**src/rtl/req_pending_dispatcher_if.sv**
```systemverilog
// Request/grant bundle for req_pending_dispatcher.
// master drives requests and accepts grants; slave is the dispatcher.
interface req_pending_dispatcher_if #(
    parameter int N = 4
) ();
    localparam int IW = $clog2(N);

    logic [N-1:0]  req_i;
    logic [N-1:0]  mask_i;
    logic          gnt_valid;
    logic          gnt_ready;
    logic [IW-1:0] gnt_idx;
    logic [N-1:0]  pend_o;
    logic [N-1:0]  ovf_o;
    logic          ovf_clr;
    logic          busy_o;

    modport master (
        output req_i, mask_i, gnt_ready, ovf_clr,
        input  gnt_valid, gnt_idx, pend_o, ovf_o, busy_o
    );

    modport slave (
        input  req_i, mask_i, gnt_ready, ovf_clr,
        output gnt_valid, gnt_idx, pend_o, ovf_o, busy_o
    );
endinterface

```
**src/rtl/req_pending_dispatcher.sv**
```systemverilog
// Sticky pending capture of request pulses with a registered,
// highest-index-first grant over a valid/ready handshake.
module req_pending_dispatcher #(
    parameter int  N  = 4,
    localparam int IW = $clog2(N)
) (
    input  logic clk,
    input  logic rst_n,
    req_pending_dispatcher_if.slave bus
);
    typedef enum logic {
        IDLE  = 1'b0,
        OFFER = 1'b1
    } state_t;

    state_t        state_q;
    state_t        state_d;
    logic [N-1:0]  pend_q;
    logic [N-1:0]  ovf_q;
    logic [N-1:0]  set_vec;
    logic [N-1:0]  clr_vec;
    logic [IW-1:0] idx_q;
    logic [IW-1:0] top_idx;
    logic          accept;
    logic          load;

    // Later iterations overwrite, so the highest set index wins.
    always_comb begin
        top_idx = '0;
        for (int i = 0; i < N; i++) begin
            if (pend_q[i]) top_idx = IW'(i);
        end
    end

    always_ff @(posedge clk or negedge rst_n) begin
        if (!rst_n) state_q <= IDLE;
        else        state_q <= state_d;
    end

    always_comb begin
        state_d = state_q;
        unique case (state_q)
            IDLE:    if (|pend_q) state_d = OFFER;
            OFFER:   if (bus.gnt_ready) state_d = IDLE;
            default: state_d = IDLE;
        endcase
    end

    always_comb begin
        accept  = (state_q == OFFER) && bus.gnt_ready;
        load    = (state_q == IDLE) && (|pend_q);
        set_vec = bus.req_i & bus.mask_i;
        clr_vec = accept ? (N'(1) << idx_q) : '0;
    end

    // A new event on the line being retired keeps it pending (set wins).
    always_ff @(posedge clk or negedge rst_n) begin
        if (!rst_n) begin
            pend_q <= '0;
            ovf_q  <= '0;
            idx_q  <= '0;
        end else begin
            pend_q <= (pend_q & ~clr_vec) | set_vec;
            ovf_q  <= (bus.ovf_clr ? '0 : ovf_q)
                    | (set_vec & pend_q & ~clr_vec);
            if (load) idx_q <= top_idx;
        end
    end

    assign bus.gnt_valid = (state_q == OFFER);
    assign bus.gnt_idx   = idx_q;
    assign bus.pend_o    = pend_q;
    assign bus.ovf_o     = ovf_q;
    assign bus.busy_o    = (|pend_q) | (state_q == OFFER);

endmodule
```
**src/flat_wrapper.sv**
```systemverilog
// flat-port wrapper written by rule: the top's interface ports become plain ports
module req_pending_dispatcher_flat 
#(
    parameter int  N  = 4,
    localparam int IW = $clog2(N)
)
  (clk, rst_n, bus_req_i, bus_mask_i, bus_gnt_ready, bus_ovf_clr, bus_gnt_valid, bus_gnt_idx, bus_pend_o, bus_ovf_o, bus_busy_o);
  req_pending_dispatcher_if #(.N(N)) bus_i ();
  input  logic clk;
  input  logic rst_n;
  input wire logic [$bits(bus_i.req_i)-1:0] bus_req_i;
  input wire logic [$bits(bus_i.mask_i)-1:0] bus_mask_i;
  input wire logic [$bits(bus_i.gnt_ready)-1:0] bus_gnt_ready;
  input wire logic [$bits(bus_i.ovf_clr)-1:0] bus_ovf_clr;
  output wire logic [$bits(bus_i.gnt_valid)-1:0] bus_gnt_valid;
  output wire logic [$bits(bus_i.gnt_idx)-1:0] bus_gnt_idx;
  output wire logic [$bits(bus_i.pend_o)-1:0] bus_pend_o;
  output wire logic [$bits(bus_i.ovf_o)-1:0] bus_ovf_o;
  output wire logic [$bits(bus_i.busy_o)-1:0] bus_busy_o;
  assign bus_i.req_i = bus_req_i;
  assign bus_i.mask_i = bus_mask_i;
  assign bus_i.gnt_ready = bus_gnt_ready;
  assign bus_i.ovf_clr = bus_ovf_clr;
  assign bus_gnt_valid = bus_i.gnt_valid;
  assign bus_gnt_idx = bus_i.gnt_idx;
  assign bus_pend_o = bus_i.pend_o;
  assign bus_ovf_o = bus_i.ovf_o;
  assign bus_busy_o = bus_i.busy_o;
  req_pending_dispatcher #(.N(N)) u_core (.clk(clk), .rst_n(rst_n), .bus(bus_i));
endmodule
```
**config.mk**
```make
export PLATFORM = sky130hd
export DESIGN_NAME = req_pending_dispatcher_flat
export DESIGN_NICKNAME = d
export VERILOG_FILES = /design/src/rtl/req_pending_dispatcher_if.sv /design/src/rtl/req_pending_dispatcher.sv /design/src/flat_wrapper.sv
export SDC_FILE = /design/constraint.sdc
export NUM_CORES = 1
export LEC_CHECK = 0
export CORE_UTILIZATION = 30
export CTS_BUF_LIST = sky130_fd_sc_hd__clkbuf_2 sky130_fd_sc_hd__clkbuf_4 sky130_fd_sc_hd__clkbuf_8
export CTS_CLUSTER_DIAMETER = 200
export DETAILED_ROUTE_END_ITERATION = 6
export PLACE_DENSITY = 0.62
export SLEW_MARGIN = 10
export SYNTH_ARGS = -nofsm -noshare
export SYNTH_HDL_FRONTEND = slang
export SYNTH_SLANG_ARGS = --single-unit
```
**constraint.sdc**
```tcl
create_clock -name clk -period 2.6 [get_ports clk]
set_clock_uncertainty 0.2 [all_clocks]
set_input_delay 0.78 -clock clk [delete_from_list [all_inputs] [get_ports clk]]
set_output_delay 0.78 -clock clk [all_outputs]
set_load 0.03 [all_outputs]
```
==> metrics.json <==
{
  "status": "complete, no violations",
  "yosys_register_bits": 11,
  "grt_max_degree": 12,
  "drcViolationCount": 0,
  "fin_crit_sh_pct": 93.22,
  "cp_data_required_time_ns": 1.62,
  "cp-start-kind": "flop",
  "average_size_of_a_mapped_cell_um2": 9.982,
  "cts_made_buffers": 3,
  "area_growth_syn_to_layout_pct": 62.67,
  "detail_route.wirelength_um": 1023,
  "rrSetupSlack_ns": 1.35,
  "worstHoldEndpoint": "u_core.bus.ovf_o[3]",
  "globalplace.congestion": 0.6040,
  "grt_setup_unrepaired": "no",
  "initial_utilization_pct": 33.27,
  "design.core.area_um2": 1350,
  "post_cts_hold_buffer_count": 0,
  "rows": 13,
  "final-setup-viol-count": 0,
  "clk_path_buf_depth": 2,
  "synth_fp_nets": 57,
  "avgRoutedWirePerCell_um": 11.76,
  "chipWidth_um": 40.70,
  "grt_pass1_vias": 382,
  "critical_path.max_stage_delay_ns": 0.71,
  "place_hpwl_um": 813.2,
  "clkSinkCount": 11,
  "cts-htree-levels": 1,
  "dr_total_vias": 411,
  "power.total_uw": 568.4,
  "final-hold-violation-count": 0,
  "floorplan.io_pins": 24,
  "setup-tns-final_ns": 0,
  "grt_overflow_total": 0,
  "cts.root.buffer_cell": "sky130_fd_sc_hd__clkbuf_4",
  "drt_iter0_drc": 2,
  "layout.cells.non_filler": 87,
  "kind_of_capture_point_of_the_worst_setup_path": "output pin",
  "critPathMaxFanout": 8,
  "power.ir.vdd_worst_v": 0.0003106,
  "finalNetCount": 85,
  "timing.rr.end": "u_core.bus.ovf_o[0]",
  "p_leak_uw": 0.0003099,
  "final_layout_size_suffix_gt1_share_pct": 11.11,
  "cap_violations": 0,
  "clk_latency_ns": 0.27,
  "tritoncts": "yes",
  "dpl.cell_count": 83,
  "worst_hold_path_type": "flop to flop",
  "worst-slew-pin-transition_ns": 0.4796,
  "antennaDiodeCount": 0,
  "route.antenna.remaining_nets": 0,
  "ys_seq_area_share_pct": 61.28,
  "grt_first_pass_wirelength_um": 1669,
  "finalHoldWorstSlack_ns": 0.3370,
  "timing.setup.critical_path_class": "flop to output pin",
  "timing.critical_path.max_delay_family": "buffers and inverters",
  "max_freq_mhz": 412.6,
  "syn-cell-area_um2": 449.2,
  "worst_r2r_startpoint": "u_core.bus.gnt_valid",
  "dieArea_um2": 1656,
  "global_route.usage.total_pct": 16.97,
  "timing.max_slew.rel_slack_pct": 67.93,
  "slew_violations": 0,
  "worstHoldPathCells": 2,
  "first_pass_iters": 2,
  "antenna_found_initial": 0,
  "postSynthCellCount": 45,
  "timing.critical_path.buf_inv": 1,
  "critical_path.startpoint": "u_core.bus.gnt_valid",
  "timing.final.crit_period_ns": 2.424,
  "avgViaCountPerCell": 4.724,
  "ff2ff_path_depth": 3,
  "height_of_the_chip_um": 40.70,
  "synth.distinct_cells": 14,
  "power_density_nw_per_um2": 777.9,
  "ys_warn_count": 0,
  "hold_start": "u_core.bus.ovf_o[3]",
  "crit_path_cell_trace": "clkdlybuf4s50_1",
  "critical_path.slowest_cell": "sky130_fd_sc_hd__clkdlybuf4s50_1",
  "quantity_of_i_o_buffers_inserted_on_ports": 23,
  "timing.critical_path.arrival_ns": 1.44,
  "clk_pin_slew_ns": 0.07
}
## power breakdown
group / internal (uW) / switching [uW] / total (uW)
Combinational: 91.4 / 113 / 204
Clock: 69.9 / 56.7 / 127
Sequential: 203 / 34.7 / 237
## cell type report
class / count / area (um2)
multi-input cells: 28 / 151.4
flip-flops and latches: 11 / 275.3
clock buffers: 4 / 30.03
fillers: 131 / 619.3
well taps: 15 / 18.77
repair buffers: 23 / 232.7
inverters: 6 / 22.52
## metrics by stage
step / cell area, um2 / util [%] / setup WS (ns)
detailed placement: 698.2 / 51.71 / 0.3623
global route: 730.7 / 54.12 / 0.08521
global placement: 698.2 / 51.71 / 0.3637
floorplan: 449.2 / - / 0.6805
finish: 730.7 / 54.12 / 0.1762
CTS: 728.2 / 53.94 / 0.05932
## worst max path at each step
stage	endpoint	slack [ns]	depth (start not counted)
2_1_floorplan	bus_busy_o	0.68	2
3_3_place_gp	bus_busy_o	0.36	2
3_5_place_dp	bus_busy_o	0.36	2
4_1_cts	bus_busy_o	0.06	2
5_1_grt	bus_gnt_valid	0.09	1
6_report	bus_gnt_valid	0.18	1
## registers in the layout, summed over array words and instances (netlist names)
register              cells
u_core.bus.ovf_o          4
u_core.bus.pend_o         4
u_core.bus.gnt_idx        2
u_core.bus.gnt_valid      1
## layer usage
| metal | GRT usage (%) | share of wire, % |
|---|---|---|
| met4 | 7.500 | 1.1 |
| met5 | 0 | 0 |
| met3 | 8.696 | 9.8 |
| met2 | 26.98 | 43 |
| met1 | 18.84 | 46 |
## Yosys cell counts
cell type                   n  share of area, %
sky130_fd_sc_hd__o21ai_1    2               2.2
sky130_fd_sc_hd__o31ai_2    2               5.6
sky130_fd_sc_hd__a21oi_1    1               1.1
sky130_fd_sc_hd__inv_2      1              0.83
sky130_fd_sc_hd__nand2_2    1               1.4
sky130_fd_sc_hd__nor2_1     3               2.5
sky130_fd_sc_hd__inv_1      5               4.2
sky130_fd_sc_hd__nand3_1    1               1.1
sky130_fd_sc_hd__nand3b_1   1               1.7
sky130_fd_sc_hd__dfrtp_1   11                61
sky130_fd_sc_hd__nand2_1    8               6.7
sky130_fd_sc_hd__o21ai_0    4               4.5
sky130_fd_sc_hd__and2_1     1               1.4
sky130_fd_sc_hd__o22ai_1    4               5.6
## cell usage in the layout (no fill, tap or decap)
cell type	instances
sky130_fd_sc_hd__a21oi_1	1
sky130_fd_sc_hd__and2_1	1
sky130_fd_sc_hd__clkbuf_4	4
sky130_fd_sc_hd__clkdlybuf4s50_1	22
sky130_fd_sc_hd__dfrtp_1	11
sky130_fd_sc_hd__dlymetal6s2s_1	1
sky130_fd_sc_hd__inv_1	5
sky130_fd_sc_hd__inv_2	1
sky130_fd_sc_hd__nand2_1	8
sky130_fd_sc_hd__nand2_2	1
sky130_fd_sc_hd__nand3_1	1
sky130_fd_sc_hd__nand3b_1	1
sky130_fd_sc_hd__nor2_1	3
sky130_fd_sc_hd__o21ai_0	4
sky130_fd_sc_hd__o21ai_1	2
sky130_fd_sc_hd__o22ai_1	4
sky130_fd_sc_hd__o31ai_2	2
## kinds of logic (layout without fill, tap and decap cells)
logic type / after synthesis / count (layout) / synth area share (%)
AND/OR/NAND/NOR: 15 / 15 / 14.76
AO/OA/AOI/OAI: 13 / 13 / 18.94
flip-flops: 11 / 11 / 61.28
buffers and inverters: 6 / 33 / 5.014
## repair_timing
action	CTS	global route
buffers inserted	0	0
endpoints found under the setup margin	0	1
resized for setup	0	1
Power figures use the tool's default switching activity.
